--- src/rtl/btn_pkg.sv ---
// Shared types and sizing helpers for the push-button pulse generator.
package btn_pkg;

  typedef enum logic [1:0] {
    IDLE   = 2'd0,
    HOLD   = 2'd1,
    REPEAT = 2'd2
  } state_t;

  // Board defaults: 100k-cycle debounce, long hold before auto-repeat.
  localparam int unsigned DEF_DEBOUNCE_CYCLES = 100000;
  localparam int unsigned DEF_HOLD_CYCLES     = 50000000;
  localparam int unsigned DEF_REPEAT_CYCLES   = 10000000;

  // Bits needed to hold any value 0..max_val (at least one bit).
  function automatic int unsigned cnt_w(input int unsigned max_val);
    int unsigned w;
    w = 32'd1;
    if (max_val > 32'd1) begin
      w = $clog2(max_val + 32'd1);
    end
    return w;
  endfunction

  function automatic int unsigned max_u(input int unsigned a, input int unsigned b);
    return (a > b) ? a : b;
  endfunction

endpackage

--- src/rtl/debounce_sync.sv ---
// Two-flop synchroniser followed by a consecutive-sample debouncer.
// rise_evt/fall_evt announce the level change one edge ahead so the
// downstream FSM can register its strobe alongside press/release.
module debounce_sync
  import btn_pkg::*;
#(
  parameter int unsigned DEBOUNCE_CYCLES = DEF_DEBOUNCE_CYCLES
) (
  input  logic clk,
  input  logic rst,
  input  logic btn_in,
  output logic btn_level,
  output logic press_pulse,
  output logic release_pulse,
  output logic rise_evt,
  output logic fall_evt
);

  localparam int unsigned DCNT_W = cnt_w(DEBOUNCE_CYCLES);
  // The counter toggles the level on the edge where it would reach DEBOUNCE_CYCLES.
  localparam logic [DCNT_W-1:0] DEB_LAST = DCNT_W'(DEBOUNCE_CYCLES - 1);

  logic              sync1_q, sync2_q;
  logic              level_q, level_d;
  logic              press_q, press_d;
  logic              release_q, release_d;
  logic [DCNT_W-1:0] dcnt_q, dcnt_d;

  // Count consecutive disagreeing samples; any agreeing sample restarts the count.
  always_comb begin
    level_d = level_q;
    dcnt_d  = '0;
    if (sync2_q != level_q) begin
      if (dcnt_q == DEB_LAST) begin
        level_d = ~level_q;
        dcnt_d  = '0;
      end else begin
        dcnt_d = dcnt_q + 1'b1;
      end
    end
    press_d   = level_d & ~level_q;
    release_d = ~level_d & level_q;
  end

  // Synchroniser, debounce counter and edge strobes.
  always_ff @(posedge clk) begin
    if (rst) begin
      sync1_q   <= 1'b0;
      sync2_q   <= 1'b0;
      level_q   <= 1'b0;
      dcnt_q    <= '0;
      press_q   <= 1'b0;
      release_q <= 1'b0;
    end else begin
      sync1_q   <= btn_in;
      sync2_q   <= sync1_q;
      level_q   <= level_d;
      dcnt_q    <= dcnt_d;
      press_q   <= press_d;
      release_q <= release_d;
    end
  end

  assign btn_level     = level_q;
  assign press_pulse   = press_q;
  assign release_pulse = release_q;
  assign rise_evt      = press_d;
  assign fall_evt      = release_d;

endmodule

--- src/rtl/btn_pulse_gen.sv ---
// Push-button front end: debounced level, press/release strobes, and a
// step strobe with optional hold-then-auto-repeat for a counter enable.
module btn_pulse_gen
  import btn_pkg::*;
#(
  parameter int unsigned DEBOUNCE_CYCLES = DEF_DEBOUNCE_CYCLES,
  parameter int unsigned HOLD_CYCLES     = DEF_HOLD_CYCLES,
  parameter int unsigned REPEAT_CYCLES   = DEF_REPEAT_CYCLES,
  parameter bit          REPEAT_EN       = 1'b1
) (
  input  logic clk,
  input  logic rst,
  input  logic btn_in,
  output logic btn_level,
  output logic press_pulse,
  output logic release_pulse,
  output logic step_pulse
);

  localparam int unsigned HCNT_W = cnt_w(max_u(HOLD_CYCLES, REPEAT_CYCLES));
  localparam logic [HCNT_W-1:0] HOLD_TC = HCNT_W'(HOLD_CYCLES);
  localparam logic [HCNT_W-1:0] REP_TC  = HCNT_W'(REPEAT_CYCLES);
  localparam logic [HCNT_W-1:0] HCNT_1  = HCNT_W'(1);

  logic              rise_evt, fall_evt;
  state_t            state_q, state_d;
  logic [HCNT_W-1:0] hcnt_q, hcnt_d;
  logic              step_q, step_d;

  debounce_sync #(
    .DEBOUNCE_CYCLES(DEBOUNCE_CYCLES)
  ) u_deb (
    .clk          (clk),
    .rst          (rst),
    .btn_in       (btn_in),
    .btn_level    (btn_level),
    .press_pulse  (press_pulse),
    .release_pulse(release_pulse),
    .rise_evt     (rise_evt),
    .fall_evt     (fall_evt)
  );

  // Press/hold/repeat decisions; a release always wins over a terminal count.
  always_comb begin
    state_d = state_q;
    hcnt_d  = hcnt_q;
    step_d  = 1'b0;
    case (state_q)
      IDLE: begin
        if (rise_evt) begin
          step_d  = 1'b1;
          hcnt_d  = HCNT_1;
          state_d = HOLD;
        end
      end
      HOLD: begin
        if (fall_evt) begin
          hcnt_d  = '0;
          state_d = IDLE;
        end else if (REPEAT_EN && (hcnt_q == HOLD_TC)) begin
          step_d  = 1'b1;
          hcnt_d  = HCNT_1;
          state_d = REPEAT;
        end else if (hcnt_q != HOLD_TC) begin
          // Without auto-repeat the count parks at HOLD_CYCLES until release.
          hcnt_d = hcnt_q + 1'b1;
        end
      end
      REPEAT: begin
        if (fall_evt) begin
          hcnt_d  = '0;
          state_d = IDLE;
        end else if (hcnt_q == REP_TC) begin
          step_d = 1'b1;
          hcnt_d = HCNT_1;
        end else begin
          hcnt_d = hcnt_q + 1'b1;
        end
      end
      default: begin
        hcnt_d  = '0;
        state_d = IDLE;
      end
    endcase
  end

  // FSM state, hold/repeat counter and registered step strobe.
  always_ff @(posedge clk) begin
    if (rst) begin
      state_q <= IDLE;
      hcnt_q  <= '0;
      step_q  <= 1'b0;
    end else begin
      state_q <= state_d;
      hcnt_q  <= hcnt_d;
      step_q  <= step_d;
    end
  end

  assign step_pulse = step_q;

endmodule
--- config.mk ---
export PLATFORM = sky130hd
export DESIGN_NAME = btn_pulse_gen
export DESIGN_NICKNAME = d
export VERILOG_FILES = /design/src/rtl/btn_pkg.sv /design/src/rtl/debounce_sync.sv /design/src/rtl/btn_pulse_gen.sv
export SDC_FILE = /design/constraint.sdc
export NUM_CORES = 1
export LEC_CHECK = 0
export ABC_AREA = 1
export CORE_UTILIZATION = 30
export CTS_CLUSTER_DIAMETER = 60
export DETAILED_ROUTE_END_ITERATION = 10
export GPL_ROUTABILITY_DRIVEN = 1
export PLACE_DENSITY = 0.53
export SETUP_SLACK_MARGIN = 0.05
export SLEW_MARGIN = 0
export SYNTH_ARGS = -nofsm -noshare
export SYNTH_HDL_FRONTEND = slang
export SYNTH_SLANG_ARGS = --single-unit
--- constraint.sdc ---
create_clock -name clk -period 2 [get_ports clk]
set_input_delay 0.4 -clock clk [delete_from_list [all_inputs] [get_ports clk]]
set_output_delay 0.4 -clock clk [all_outputs]
set_load 0.01 [all_outputs]
==> impl_metrics.ini <==
[sta]
slew_viol_final = 0
fin_skew_ns = 0.0116
setup_viol = 0
finalHoldViolCount = 0
fmax_ghz = 0.559
min_period_ns = 1.79
fin_crit_sh = 0.895
rsz0062_at_grt = true
worst_pin_slew_ns = 0.353
fin_setup_tns_ns = 0
slew_headroom = 0.763

[floorplanning]
core_area_um2 = 9730
dieWidth_um = 102
initial_utilization = 0.309
dieHeight_um = 102
io-pin-count = 7
die_area_um2 = 10400
num_rows = 36

[run]
cap_violations = 0

[global_routing]
grt_pass1_wl_um = 12700
grt_antenna_before_repair = 0
grtUsageTotal = 0.156
grt_pass1_vias = 2699
overflow = 0
grt_max_degree = 20

[cells_and_area]
multiInputGateArea_um2 = 1670
diodes = 0
area_delta_synth_final_pct = 14.5
instances_no_fill = 619
nets = 491
layout-drive-gt1-share = 0.103
ff_latch_area_um2 = 1020
post-route-cell-area_um2 = 3440
fillCellCount = 1086

[status]
status = finished, final reports clean

[clock_tree]
clock-sinks = 51
clk_path_buf_depth = 2
cts_hold_buf = 0
htree_levels = 2
cts_tree = done
clock_latency_ns = 0.32
clkTransAtPathRegs_ns = 0.12
numCtsBuffers = 5
ctsRootBufferMaster = clkbuf_8

[worst_setup_path]
crit_family = buffers and inverters
crit_chain = clkdlybuf4s50_1
worstSetupStartpointType = register
slowest_delay_ns = 0.59
crit_path_end_kind = output port
critPathBufInv = 1
cp_max_fo = 5
r2r_slack_ns = 0.22
critical_path_class = reg -> out
worstPathArrival_ns = 1.39
worstPathRequired_ns = 1.60
cp_slowest_cell = clkdlybuf4s50_1

[pwr]
peakVddDrop_uv = 334
powerDensity_nw_per_um2 = 508
leakagePower_nw = 1.30

[synthesis]
async_flop_share = 0
syn_area_um2 = 3000
ys_ff_latch = 51
syn-num-nets = 468
synth.distinct_cells = 39
ys_seq_area_frac = 0.340
synth_edf_count = 0
syn_avg_cell_area_um2 = 6.50
synth_flop_cell = dfxtp_1
yosys_warnings = 0
netlist_instances = 462

[placement]
postPlaceCellArea_um2 = 3300
place_inst = 610
port_buffers = 6
dp_hpwl_um = 5600
globalplace.congestion = 0.842

[drt]
vias = 2893
detail_route.iter0.violations = 135
via_per_inst = 4.67
ant_nets = 0
wl_per_cell_um = 12.0
routed_wl_um = 7410
dr.pass1.iters = 4
drc = 0

[hold_path]
hold_path.class = reg -> reg
-- what timing repair did --
| item | CTS | global route |
|---|---|---|
| setup buffers | 1 | 0 |
| pin swaps | 1 | 2 |
| endpoints found under the setup margin | 9 | 27 |
| gates resized for setup | 0 | 5 |
| hold endpoints to repair | 0 | 0 |
-- per-stage QoR --
stage / power (mW) / utilization / setup slack [ns] / hold WS, ns
after floorplan: 1.07 / - / 0.321 / 0.388
after CTS: 1.77 / 0.352 / 0.111 / 0.413
final: 1.75 / 0.354 / 0.210 / 0.412
after global routing: 1.81 / 0.354 / 0.0339 / 0.446
after detailed placement: 1.08 / 0.339 / 0.0556 / 0.393
after global placement: 1.08 / 0.339 / 0.132 / 0.397
-- cells in the mapped netlist, types with 2 or more instances --
| cell type | number | share of area |
|---|---|---|
| a21oi_1 | 26 | 0.043 |
| buf_2 | 4 | 0.0067 |
| buf_6 | 2 | 0.0075 |
| clkbuf_1 | 2 | 0.0025 |
| dfxtp_1 | 51 | 0.34 |
| ha_1 | 3 | 0.012 |
| inv_1 | 60 | 0.075 |
| nand2_1 | 115 | 0.14 |
| nand2_2 | 4 | 0.0083 |
| nand3_1 | 45 | 0.075 |
| nand3_2 | 2 | 0.0067 |
| nand3b_1 | 2 | 0.0050 |
| nand4_1 | 11 | 0.023 |
| nor2_1 | 69 | 0.086 |
| nor2_4 | 3 | 0.011 |
| nor3_1 | 13 | 0.022 |
| nor3_4 | 2 | 0.011 |
| nor3b_1 | 4 | 0.010 |
| o2111ai_1 | 2 | 0.0058 |
| o211ai_1 | 2 | 0.0050 |
| o21a_1 | 4 | 0.010 |
| o21ai_0 | 15 | 0.025 |
| xor2_1 | 5 | 0.015 |
-- path summary, 6_finish.rpt --
| check | startpoint | to | depth (start not counted) |
|---|---|---|---|
| setup reg to reg | u_deb.dcnt_q[0]$_SDFF_PP0_ | hcnt_q[9]$_SDFFE_PP0P_ | 11 |
| hold reg to reg | u_deb.sync1_q$_SDFF_PP0_ | u_deb.sync2_q$_SDFF_PP0_ | 2 |
| hold / removal | u_deb.sync1_q$_SDFF_PP0_ | u_deb.sync2_q$_SDFF_PP0_ | 2 |
| setup / recovery | u_deb.btn_level$_SDFF_PP0_ | btn_level | 1 |
-- report_power, final --
group	switching, mW	internal [mW]	total [mW]
clock	0.422	0.267	0.689
combinational	0.0261	0.0136	0.0397
sequential	0.00214	1.02	1.02
total	0.450	1.30	1.75
-- per-layer routing --
metal | part of all wire | track usage | vias up
met1 | 0.52 | 0.218 | 1332
li1 | - | - | 1530
met5 | 0 | 0 | -
met3 | 0.017 | 0.0205 | 8
met4 | 0.016 | 0.0484 | 0
met2 | 0.44 | 0.247 | 23
-- cells in the final DEF, fill, tap and decap left out, types with 3 or more instances in the layout --
master / count
clkdlybuf4s50_1: 6
nand2_2: 4
nand2_1: 115
dfxtp_1: 49
inv_1: 60
nand3_1: 44
a21oi_1: 26
o21ai_0: 15
nor3_1: 13
nor2_1: 69
buf_4: 18
nand3_2: 3
o21a_1: 4
nor3b_1: 4
clkbuf_8: 5
nor2_4: 4
nand4_1: 11
xor2_1: 5
-- area by class of cell --
type                            instances  share of cell area
Clock buffer                            5              0.0200
Clock inverter                          3             0.00982
Inverter                               62              0.0698
Multi-Input combinational cell        339               0.486
Sequential cell                        51               0.298
Tap cell                              133              0.0484
Timing Repair Buffer                   26              0.0684
-- cells by family after synthesis --
kind of cell | count (synthesis) | share of synthesized area
flip-flops | 51 | 0.340
AND/OR/NAND/NOR | 277 | 0.424
buffers and inverters | 72 | 0.108
XOR/XNOR | 6 | 0.0175
AO/OA/AOI/OAI | 53 | 0.0979
adder cells (fa/ha/maj) | 3 | 0.0125
-- sequential cells by signal, summed over array words and instances, names as in the netlist --
name,count
u_deb.release_pulse,1
u_deb.sync1_q,1
u_deb.btn_level,1
u_deb.dcnt_q,17
state_q,2
u_deb.press_pulse,1
step_pulse,1
hcnt_q,26
u_deb.sync2_q,1
(Power assumes the default switching activity.)
